File: src/rtl/bus_timer_pkg.sv
// Shared constants for bus_timer: register offsets and CTRL/STATUS bit positions.
package bus_timer_pkg;

  localparam int unsigned OFF_W = 3;

  localparam logic [OFF_W-1:0] OFF_CTRL   = 3'd0;
  localparam logic [OFF_W-1:0] OFF_LOAD   = 3'd1;
  localparam logic [OFF_W-1:0] OFF_COUNT  = 3'd2;
  localparam logic [OFF_W-1:0] OFF_STATUS = 3'd3;
  localparam logic [OFF_W-1:0] OFF_PRESC  = 3'd4;

  localparam int unsigned CTRL_W      = 3;
  localparam int unsigned CTRL_EN     = 0;
  localparam int unsigned CTRL_AUTO   = 1;
  localparam int unsigned CTRL_IE     = 2;
  localparam int unsigned STATUS_PEND = 0;

endpackage

File: src/rtl/bus_timer_prescaler.sv
// Tick divider for bus_timer: one tick every presc+1 enabled cycles.
// Only built when BUS_TIMER_PRESCALE_EN is defined.
`ifdef BUS_TIMER_PRESCALE_EN
module timer_prescaler #(
  parameter int unsigned PRESC_WIDTH = 8
) (
  input  logic                   clk,
  input  logic                   rst,
  input  logic                   en,
  input  logic [PRESC_WIDTH-1:0] presc,
  input  logic                   restart,
  output logic                   tick
);

  logic [PRESC_WIDTH-1:0] cnt_q, cnt_d;

  assign tick = en & (cnt_q == presc);

  always_comb begin
    cnt_d = cnt_q;
    if (restart) begin
      cnt_d = '0;
    end else if (tick) begin
      cnt_d = '0;
    end else if (en) begin
      cnt_d = cnt_q + PRESC_WIDTH'(1);
    end
  end

  always_ff @(posedge clk or posedge rst) begin
    if (rst) begin
      cnt_q <= '0;
    end else begin
      cnt_q <= cnt_d;
    end
  end

endmodule
`endif

File: src/rtl/bus_timer.sv
// Bus-mapped countdown timer with one-shot/auto-reload and level interrupt.
// Define BUS_TIMER_PRESCALE_EN to add the PRESC register and tick prescaler.
module bus_timer
  import bus_timer_pkg::*;
#(
  parameter int unsigned CPU_WIDTH   = 16,
  parameter int unsigned PRESC_WIDTH = 8
) (
  input  logic                 clk,
  input  logic                 rst,
  input  logic                 sel,
  input  logic [CPU_WIDTH-1:0] addr,
  input  logic                 ctrl,
  input  logic [CPU_WIDTH-1:0] wd,
  output logic [CPU_WIDTH-1:0] rd,
  output logic                 irq_timer
);

  logic [OFF_W-1:0]       off;
  logic                   unused_addr;
  logic                   wr_en, rd_en;
  logic                   wr_ctrl, wr_load, wr_status;
  logic [CTRL_W-1:0]      ctrl_q, ctrl_d;
  logic [CPU_WIDTH-1:0]   load_q, load_d;
  logic [CPU_WIDTH-1:0]   count_q, count_d;
  logic                   pend_q, pend_d;
  logic                   tick, expire, en_rise;
  logic [PRESC_WIDTH-1:0] presc_rd;

  assign off         = addr[OFF_W-1:0];
  assign unused_addr = ^addr[CPU_WIDTH-1:OFF_W];

  assign wr_en     = sel & ctrl;
  assign rd_en     = sel & ~ctrl;
  assign wr_ctrl   = wr_en & (off == OFF_CTRL);
  assign wr_load   = wr_en & (off == OFF_LOAD);
  assign wr_status = wr_en & (off == OFF_STATUS);

  assign en_rise = wr_ctrl & wd[CTRL_EN] & ~ctrl_q[CTRL_EN];
  assign expire  = tick & (count_q == '0);

`ifdef BUS_TIMER_PRESCALE_EN
  logic                   wr_presc;
  logic [PRESC_WIDTH-1:0] presc_q, presc_d;

  assign wr_presc = wr_en & (off == OFF_PRESC);
  assign presc_d  = wr_presc ? wd[PRESC_WIDTH-1:0] : presc_q;
  assign presc_rd = presc_q;

  always_ff @(posedge clk or posedge rst) begin
    if (rst) begin
      presc_q <= '0;
    end else begin
      presc_q <= presc_d;
    end
  end

  timer_prescaler #(
    .PRESC_WIDTH(PRESC_WIDTH)
  ) u_prescaler (
    .clk     (clk),
    .rst     (rst),
    .en      (ctrl_q[CTRL_EN]),
    .presc   (presc_q),
    .restart (en_rise | wr_presc),
    .tick    (tick)
  );
`else
  assign tick     = ctrl_q[CTRL_EN];
  assign presc_rd = '0;
`endif

  // Countdown, expiry and register-write resolution.
  always_comb begin
    ctrl_d  = ctrl_q;
    load_d  = load_q;
    count_d = count_q;
    pend_d  = pend_q;

    if (tick) begin
      if (count_q != '0) begin
        count_d = count_q - CPU_WIDTH'(1);
      end else if (ctrl_q[CTRL_AUTO]) begin
        count_d = load_q;
      end else begin
        ctrl_d[CTRL_EN] = 1'b0;
      end
    end

    if (wr_ctrl) begin
      ctrl_d = wd[CTRL_W-1:0];
      if (en_rise) begin
        count_d = load_q;
      end else if (expire && !wd[CTRL_EN]) begin
        // A disabling write on the expiry edge suppresses the reload.
        count_d = count_q;
      end
    end

    if (wr_load) begin
      load_d = wd;
    end

    if (wr_status && wd[STATUS_PEND]) begin
      pend_d = 1'b0;
    end
    if (expire) begin
      pend_d = 1'b1;
    end
  end

  always_ff @(posedge clk or posedge rst) begin
    if (rst) begin
      ctrl_q  <= '0;
      load_q  <= '0;
      count_q <= '0;
      pend_q  <= 1'b0;
    end else begin
      ctrl_q  <= ctrl_d;
      load_q  <= load_d;
      count_q <= count_d;
      pend_q  <= pend_d;
    end
  end

  // Zero-latency read mux.
  always_comb begin
    rd = '0;
    if (rd_en) begin
      case (off)
        OFF_CTRL:   rd = CPU_WIDTH'(ctrl_q);
        OFF_LOAD:   rd = load_q;
        OFF_COUNT:  rd = count_q;
        OFF_STATUS: rd[STATUS_PEND] = pend_q;
        OFF_PRESC:  rd = CPU_WIDTH'(presc_rd);
        default:    rd = '0;
      endcase
    end
  end

  assign irq_timer = pend_q & ctrl_q[CTRL_IE];

endmodule

File: config.mk
export PLATFORM = sky130hd
export DESIGN_NAME = bus_timer
export DESIGN_NICKNAME = d
export VERILOG_FILES = /design/src/rtl/bus_timer_pkg.sv /design/src/rtl/bus_timer_prescaler.sv /design/src/rtl/bus_timer.sv
export SDC_FILE = /design/constraint.sdc
export NUM_CORES = 1
export LEC_CHECK = 0
export ABC_AREA = 1
export CAP_MARGIN = 40
export CORE_MARGIN = 3
export CORE_UTILIZATION = 35
export CTS_CLUSTER_DIAMETER = 200
export DETAILED_ROUTE_END_ITERATION = 10
export SYNTH_ARGS = -nofsm -noshare
export SYNTH_HDL_FRONTEND = slang
export SYNTH_SLANG_ARGS = --single-unit
File: constraint.sdc
create_clock -name clk -period 1.5 [get_ports clk]
set_input_delay 0.225 -clock clk [delete_from_list [all_inputs] [get_ports clk]]
set_output_delay 0.225 -clock clk [all_outputs]
set_load 0.02 [all_outputs]
==> key figures, run 1 <==
Status
  • Status: finished, violations left
  • Failing checks: negative setup slack

CTS
  • Root buf cell: clkbuf_8
  • Num Clock Sinks: 36
  • Htree depth: 2
  • CTS Hold Buffers Added: 0
  • Skew-Pair Late Insertion Delay: 300 ps
  • TritonCTS clock tree: done
  • Total CTS buffers: 5
  • Worst-path clk slew: 80 ps
  • Clk buf depth: 2

Floorplan
  • Die Area: 8579 µm²
  • Core area: 7019 µm²
  • Vert. Die Dim: 92.63 µm
  • Num rows: 30
  • Die width: 92.63 µm
  • Initial Utilization: between 30 and 40%
  • I/O Pins: 53

Cells and area
  • N_diodes: 0
  • Fill cells: 595
  • Layout cells sized above 1: between 40% and 50%
  • Area Overhead vs Synth: 66.32%
  • Multi-input logic area: 1889 µm²
  • Reg area: 902.1 µm²
  • Final #Nets: 580

Route
  • Vias/cell: 5.318
  • Pre-antenna DRT Iters: 4
  • 1st-iter DRT viols: 244
  • Wirelength per Cell: 15.76 µm
  • Post-route antenna net violation count: 0
  • Vias: 3398
  • Routed WL: 10070 µm
  • DRC errors left: 0

Placement
  • GP Congestion: ~0.98
  • PortBufs: 39
  • Post-DP HPWL: 6861 µm

STA
  • RSZ-0062 raised after global routing: true
  • Setup violators final: 20
  • Hold Vio Cnt, Final: 0
  • Final period utilization: 113.0%
  • Clock skew: 6.393 ps
  • Count of pins over their slew limit: 0
  • Final WS setup: -195.6 ps
  • Final hold slack: 278.9 ps
  • TNS Setup: -2630 ps
  • Slew HR: ~75%
  • FMAX: around 590 MHz
  • Min Clock Period, post-route: 1696 ps
  • Slew @ Worst Pin: approximately 370 ps

Worst setup path
  • CP startpoint: count_q[15]
  • Setup CP Type: reg -> reg
  • Setup crit end kind: flop
  • Critical Path RT: between 1500 and 2000 ps
  • Crit path DAT: roughly 1900 ps
  • Worst R2R Start: count_q[15]
  • Worst setup SP type: flop
  • Crit-path max FO: 8

Global routing
  • First-pass GRT wire length: 15940 µm
  • Global route overflow: 0
  • Global-route usage over all layers: 23.46%
  • Largest net degree at the start of global routing: 37
  • Initial antenna violation count: 0
  • Vias in the first global route: between 3000 and 4000

Synth
  • Post-Synthesis Cells: 408
  • Count of cell types in the netlist: 26
  • Syn Area/Cell: 6.437 µm²
  • Ys Warns: 0
  • Yosys top cell area share: 34.30%
  • Post-synth top area cell: dfrtp_1
  • Top area cells in the synthesized netlist: dfrtp_1 (34%), nand2_1 (17%), nand3_1 (9.1%)
  • Seq/Total Area, Yosys: 34.30%
  • Synthesized area: approximately 2600 µm²
  • #FFs+latches synth: 36
  • Syn nets: 446

Pwr
  • Pwr per Cell Area: 1061 nW/µm²
  • VDD IR max: approximately 0.00051 V
  • Pleak: 2.124 nW
  • Tot Pwr: 0.004635 W

Job
  • Max_cap viols: 0

Hold path
  • Worst Hold Class: in -> async
==> state kept, by name (all words and copies together) (netlist names) <==
name,count
count_q,16
pend_q,1
ctrl_q,3
load_q,16
==> where the power goes <==
group	switching, W	total (W)	internal [W]	leakage, nW
Combinational	0.00123	0.00225	0.00102	1.67
Clock	0.000388	0.000882	0.000494	0.0552
Sequential	0.000259	0.00150	0.00124	0.399
==> repair_timing <==
action,CTS,global route
pin swaps,30,29
setup buffers,16,4
gates resized for setup,151,53
setup endpoints to repair,41,32
cloned,2,2
==> cells in the final DEF, fill, tap and decap left out, types with 2 or more instances in the layout <==
| cell type | instances |
|---|---|
| nand2_1 | 103 |
| buf_4 | 87 |
| nor2_1 | 42 |
| nand3_1 | 42 |
| dfrtp_1 | 35 |
| inv_1 | 34 |
| nor2_4 | 18 |
| buf_6 | 18 |
| clkdlybuf4s50_1 | 17 |
| a21oi_2 | 14 |
| inv_2 | 13 |
| nand2_2 | 12 |
| o21ai_0 | 12 |
| a21oi_1 | 11 |
| nor2_2 | 10 |
| mux2_2 | 8 |
| buf_2 | 8 |
| nand4_1 | 7 |
| nand3_2 | 6 |
| o21ai_1 | 5 |
| clkbuf_8 | 5 |
| nor3_1 | 4 |
| nand4_4 | 4 |
| nand3_4 | 3 |
| buf_12 | 3 |
| nand2_4 | 2 |
| nor3_4 | 2 |
| nor3_2 | 2 |
| ha_4 | 2 |
| dlygate4sd2_1 | 2 |
==> cell usage after synthesis, drive strengths merged <==
cell type,n
nand2,117
nor2,70
nand3,50
inv,48
dfrtp,36
a21oi,26
o21ai,18
nand4,9
buf,8
mux2,8
nor3,8
clkbuf,5
ha,2
a221oi,1
o211ai,1
o21bai,1
==> kinds of logic after synthesis <==
group / Yosys count / share of synthesized area [%]
simple gates: 254 / 42.73
fa+ha+maj: 2 / 0.9527
buf+inv: 61 / 9.290
flops: 36 / 34.30
mux: 8 / 3.430
compound gates: 47 / 9.290
==> per-layer routing <==
layer  GRT usage [%]  part of all wire [%]  vias to the layer above
li1                -                     -                     1590
met1           32.04                    43                     1603
met2           37.40                    46                      180
met3           4.224                   8.5                       25
met4           7.937                   2.4                        0
met5               0                     0                        -
==> per-stage QoR <==
step | area [µm²] | cells | setup slack (ps) | util [%]
after global placement | 3762 | 607 | -878.5 | 53.60
after CTS | 4179 | 633 | -136.7 | 59.54
final | 4368 | 639 | -195.6 | 62.23
after detailed placement | 3762 | 607 | -864.1 | 53.60
after floorplan | 2706 | 408 | 5.408 | -
after global routing | 4368 | 639 | -257.8 | 62.23
==> worst max-delay path, cell delays in order, from the launching register on <==
cell,delay (ps)
dfrtp_1,480
inv_2,140
nand3_1,150
nor2_4,160
nand3_2,140
nor3_4,210
buf_12,160
nor2_1,40
nand2_1,60
nor2_1,40
==> final timing paths <==
path                                    end  slack [ps]  cells after the start
worst max-delay path            count_q[11]        -200                      9
worst max register to register  count_q[11]        -200                      9
min in group clk                     pend_q         430                      6
max in group asynchronous       count_q[11]        1020                      3
worst min-delay path              ctrl_q[2]         280                      3
worst min register to register   load_q[14]         580                      2
==> cell type report <==
type	count	share of cell area [%]
inverters	48	4.239
flip-flops and latches	36	20.65
clock inverters	2	0.8021
repair buffers	137	26.64
well taps	96	2.750
clock buffers	6	1.661
multi-input cells	314	43.25
(Power assumes the default switching activity.)
==> run 2: changes to the inputs <==
--- a/config.mk
+++ b/config.mk
@@ -7,6 +7,7 @@
 export LEC_CHECK = 0
 export ABC_AREA = 1
 export CAP_MARGIN = 40
+export CORE_ASPECT_RATIO = 0.6
 export CORE_MARGIN = 3
 export CORE_UTILIZATION = 35
 export CTS_CLUSTER_DIAMETER = 200
==> run 2 against run 1 <==
Net effect: the run still ends with negative setup slack left; final cell count increased by 1.6%; global-route usage rose by 1.7 points; first-iteration DRC count rose by 33%; sequential share of layout area decreased by 0.94 points; power is 11% higher; sequential cell count unchanged; routed wire length is 6.8% higher; clock-buffer cell count increased by 1; via count down 1.9%; combinational power rose by 13%; critical path type unchanged.
==> key figures, run 2 (synthesis results as in run 1) <==
Worst setup path
  • Critical Path RT: 1720 ps (was 1700 ps)
  • Worst setup SP type: flop (unchanged)
  • CP startpoint: count_q[5] (was count_q[15])
  • Crit-path slowest cell: dfrtp_1 (unchanged)
  • Crit path DAT: 1900 ps (was 1890 ps)
  • Crit-path max FO: 3 (was 8)
  • Slowest stage delay, CP: 380 ps (was 480 ps)
  • Crit-path cells: nor2_1 -> buf_4 -> nand2_1 -> nor2_4 -> buf_4 -> nand4_1 -> nand2_2 -> buf_6 -> nor2_2 -> nor2_1 (was inv_2 -> nand3_1 -> nor2_4 -> nand3_2 -> nor3_4 -> buf_12 -> nor2_1 -> nand2_1 -> nor2_1)
  • Setup crit end kind: flop (unchanged)
  • Worst R2R Start: count_q[5] (was count_q[15])
  • Setup CP Type: reg -> reg (unchanged)

Route
  • Wirelength per Cell: 16.56 µm (was 15.76 µm)
  • Post-route antenna net violation count: 0 (unchanged)
  • DRC errors left: 0 (unchanged)
  • Routed WL: 10750 µm (was 10070 µm)
  • Pre-antenna DRT Iters: 5 (was 4)
  • Vias: 3332 (was 3398)
  • 1st-iter DRT viols: 324 (was 244)
  • Vias/cell: 5.134 (was 5.318)

Pwr
  • Pleak: 2.206 nW (was 2.124 nW)
  • VDD IR max: 0.0005976 V (was 0.0005081 V)
  • Pwr per Cell Area: 1123 nW/µm² (was 1061 nW/µm²)
  • Tot Pwr: 0.005145 W (was 0.004635 W)

Global routing
  • Global route overflow: 0 (unchanged)
  • Largest net degree at the start of global routing: 37 (unchanged)
  • First-pass GRT wire length: 16760 µm (was 15940 µm)
  • Vias in the first global route: 3197 (was 3255)
  • Global-route usage over all layers: 25.17% (was 23.46%)
  • Initial antenna violation count: 0 (unchanged)

STA
  • Final hold slack: 291.3 ps (was 278.9 ps)
  • Slew HR: 72.98% (was 75.06%)
  • Clock skew: 8.855 ps (was 6.393 ps)
  • Count of pins over their slew limit: 0 (unchanged)
  • Final period utilization: 111.7% (was 113.0%)
  • FMAX: 596.8 MHz (was 589.8 MHz)
  • RSZ-0062 raised after global routing: true (unchanged)
  • Setup violators final: 20 (unchanged)
  • Min Clock Period, post-route: 1676 ps (was 1696 ps)
  • TNS Setup: -2435 ps (was -2630 ps)
  • Slew @ Worst Pin: 405.4 ps (was 374.0 ps)
  • Hold Vio Cnt, Final: 0 (unchanged)
  • Final WS setup: -175.6 ps (was -195.6 ps)

Status
  • Status: finished, violations left (unchanged)
  • Failing checks: negative setup slack (unchanged)

Floorplan
  • Die width: 117.8 µm (was 92.63 µm)
  • Num rows: 23 (was 30)
  • I/O Pins: 53 (unchanged)
  • Initial Utilization: 37.71% (was 37.42%)
  • Vert. Die Dim: 73.10 µm (was 92.63 µm)
  • Die Area: 8613 µm² (was 8579 µm²)
  • Core area: 6964 µm² (was 7019 µm²)

CTS
  • CTS Hold Buffers Added: 0 (unchanged)
  • Root buf cell: clkbuf_16 (was clkbuf_8)
  • Clk buf depth: 2 (unchanged)
  • Htree depth: 2 (unchanged)
  • Total CTS buffers: 5 (unchanged)
  • Worst-path clk slew: 60 ps (was 80 ps)
  • Skew-Pair Late Insertion Delay: 290 ps (was 300 ps)
  • TritonCTS clock tree: done (unchanged)
  • Num Clock Sinks: 36 (unchanged)

Hold path
  • Worst Hold Class: in -> async (unchanged)

Placement
  • Post-DP HPWL: 7339 µm (was 6861 µm)
  • GP Congestion: 0.9037 (was 0.9777)
  • PortBufs: 39 (unchanged)

Cells and area
  • N_diodes: 0 (unchanged)
  • Regs by FF count: count_q x16, load_q x16, ctrl_q x3 (unchanged)
  • Layout cells sized above 1: 47.18% (was 41.62%)
  • Most common cell after layout, fill and taps aside: nand2_1 (unchanged)
  • Most frequent cells in the layout: nand2_1 (97), buf_4 (92), nand3_1 (37), nor2_1 (35), dfrtp_1 (34) (was nand2_1 (103), buf_4 (87), nor2_1 (42), nand3_1 (42), dfrtp_1 (35))
  • Area Overhead vs Synth: 74.51% (was 66.32%)
  • Final #Nets: 586 (was 580)

Job
  • Max_cap viols: 0 (unchanged)
run 2: worst paths after layout:
| kind | endpoint | slack [ps] | depth (start not counted) |
|---|---|---|---|
| hold reg to reg | load_q[10] | 570 | 2 |
| max in group asynchronous | count_q[12] | 1000 | 3 |
| setup reg to reg | count_q[8] | -180 | 10 |
| hold / removal | load_q[11] | 290 | 3 |
| min in group clk | pend_q | 500 | 6 |
| setup / recovery | count_q[8] | -180 | 10 |
run 2: area by class of cell:
class | count | area (µm²)
Clock buffer | 7 | 142.6
Clock inverter | 1 | 7.507
Fill cell | 611 | 2381
Inverter | 48 | 187.7
Multi-Input combinational cell | 312 | 1946
Sequential cell | 36 | 903.4
Tap cell | 100 | 125.1
Timing Repair Buffer | 145 | 1271
run 2: metrics by stage:
step                utilization [%]  setup slack [ps]  area, µm²  cells
floorplan                         -             5.408       2706    408
global placement              54.99            -783.3       3830    616
detailed placement            54.99            -790.7       3830    616
CTS                           62.74            -136.8       4369    641
global route                  65.81            -244.0       4583    649
finish                        65.81            -175.6       4583    649
run 2: where the power goes:
part | internal (W) | total (W) | switching, W
sequential | 0.00124 | 0.00150 | 0.000257
clock | 0.000662 | 0.00109 | 0.000428
combinational | 0.00118 | 0.00255 | 0.00138
run 2: routing by layer:
layer / wire length (µm) / vias to the layer above / part of all wire, % / GRT usage [%]
li1: - / 1603 / - / -
met5: 0 / - / 0 / 0
met1: 4995 / 1569 / 46 / 36.44
met3: 1106 / 22 / 10 / 8.211
met2: 4467 / 138 / 42 / 36.96
met4: 181 / 0 / 1.7 / 4.675
run 2: worst max-delay path, delay by kind of cell, from the launching register on:
family / cells / cell delay [ps]
buf+inv: 3 / 390
flops: 1 / 380
simple gates: 7 / 820
run 2: repair_timing:
item                                   in CTS  in global routing
resized for setup                         173                 64
setup endpoints to repair                  39                 31
buffers inserted                           16                 10
cloned                                      2                  1
pin swaps                                  46                 27
endpoints found under the hold margin       0                  0
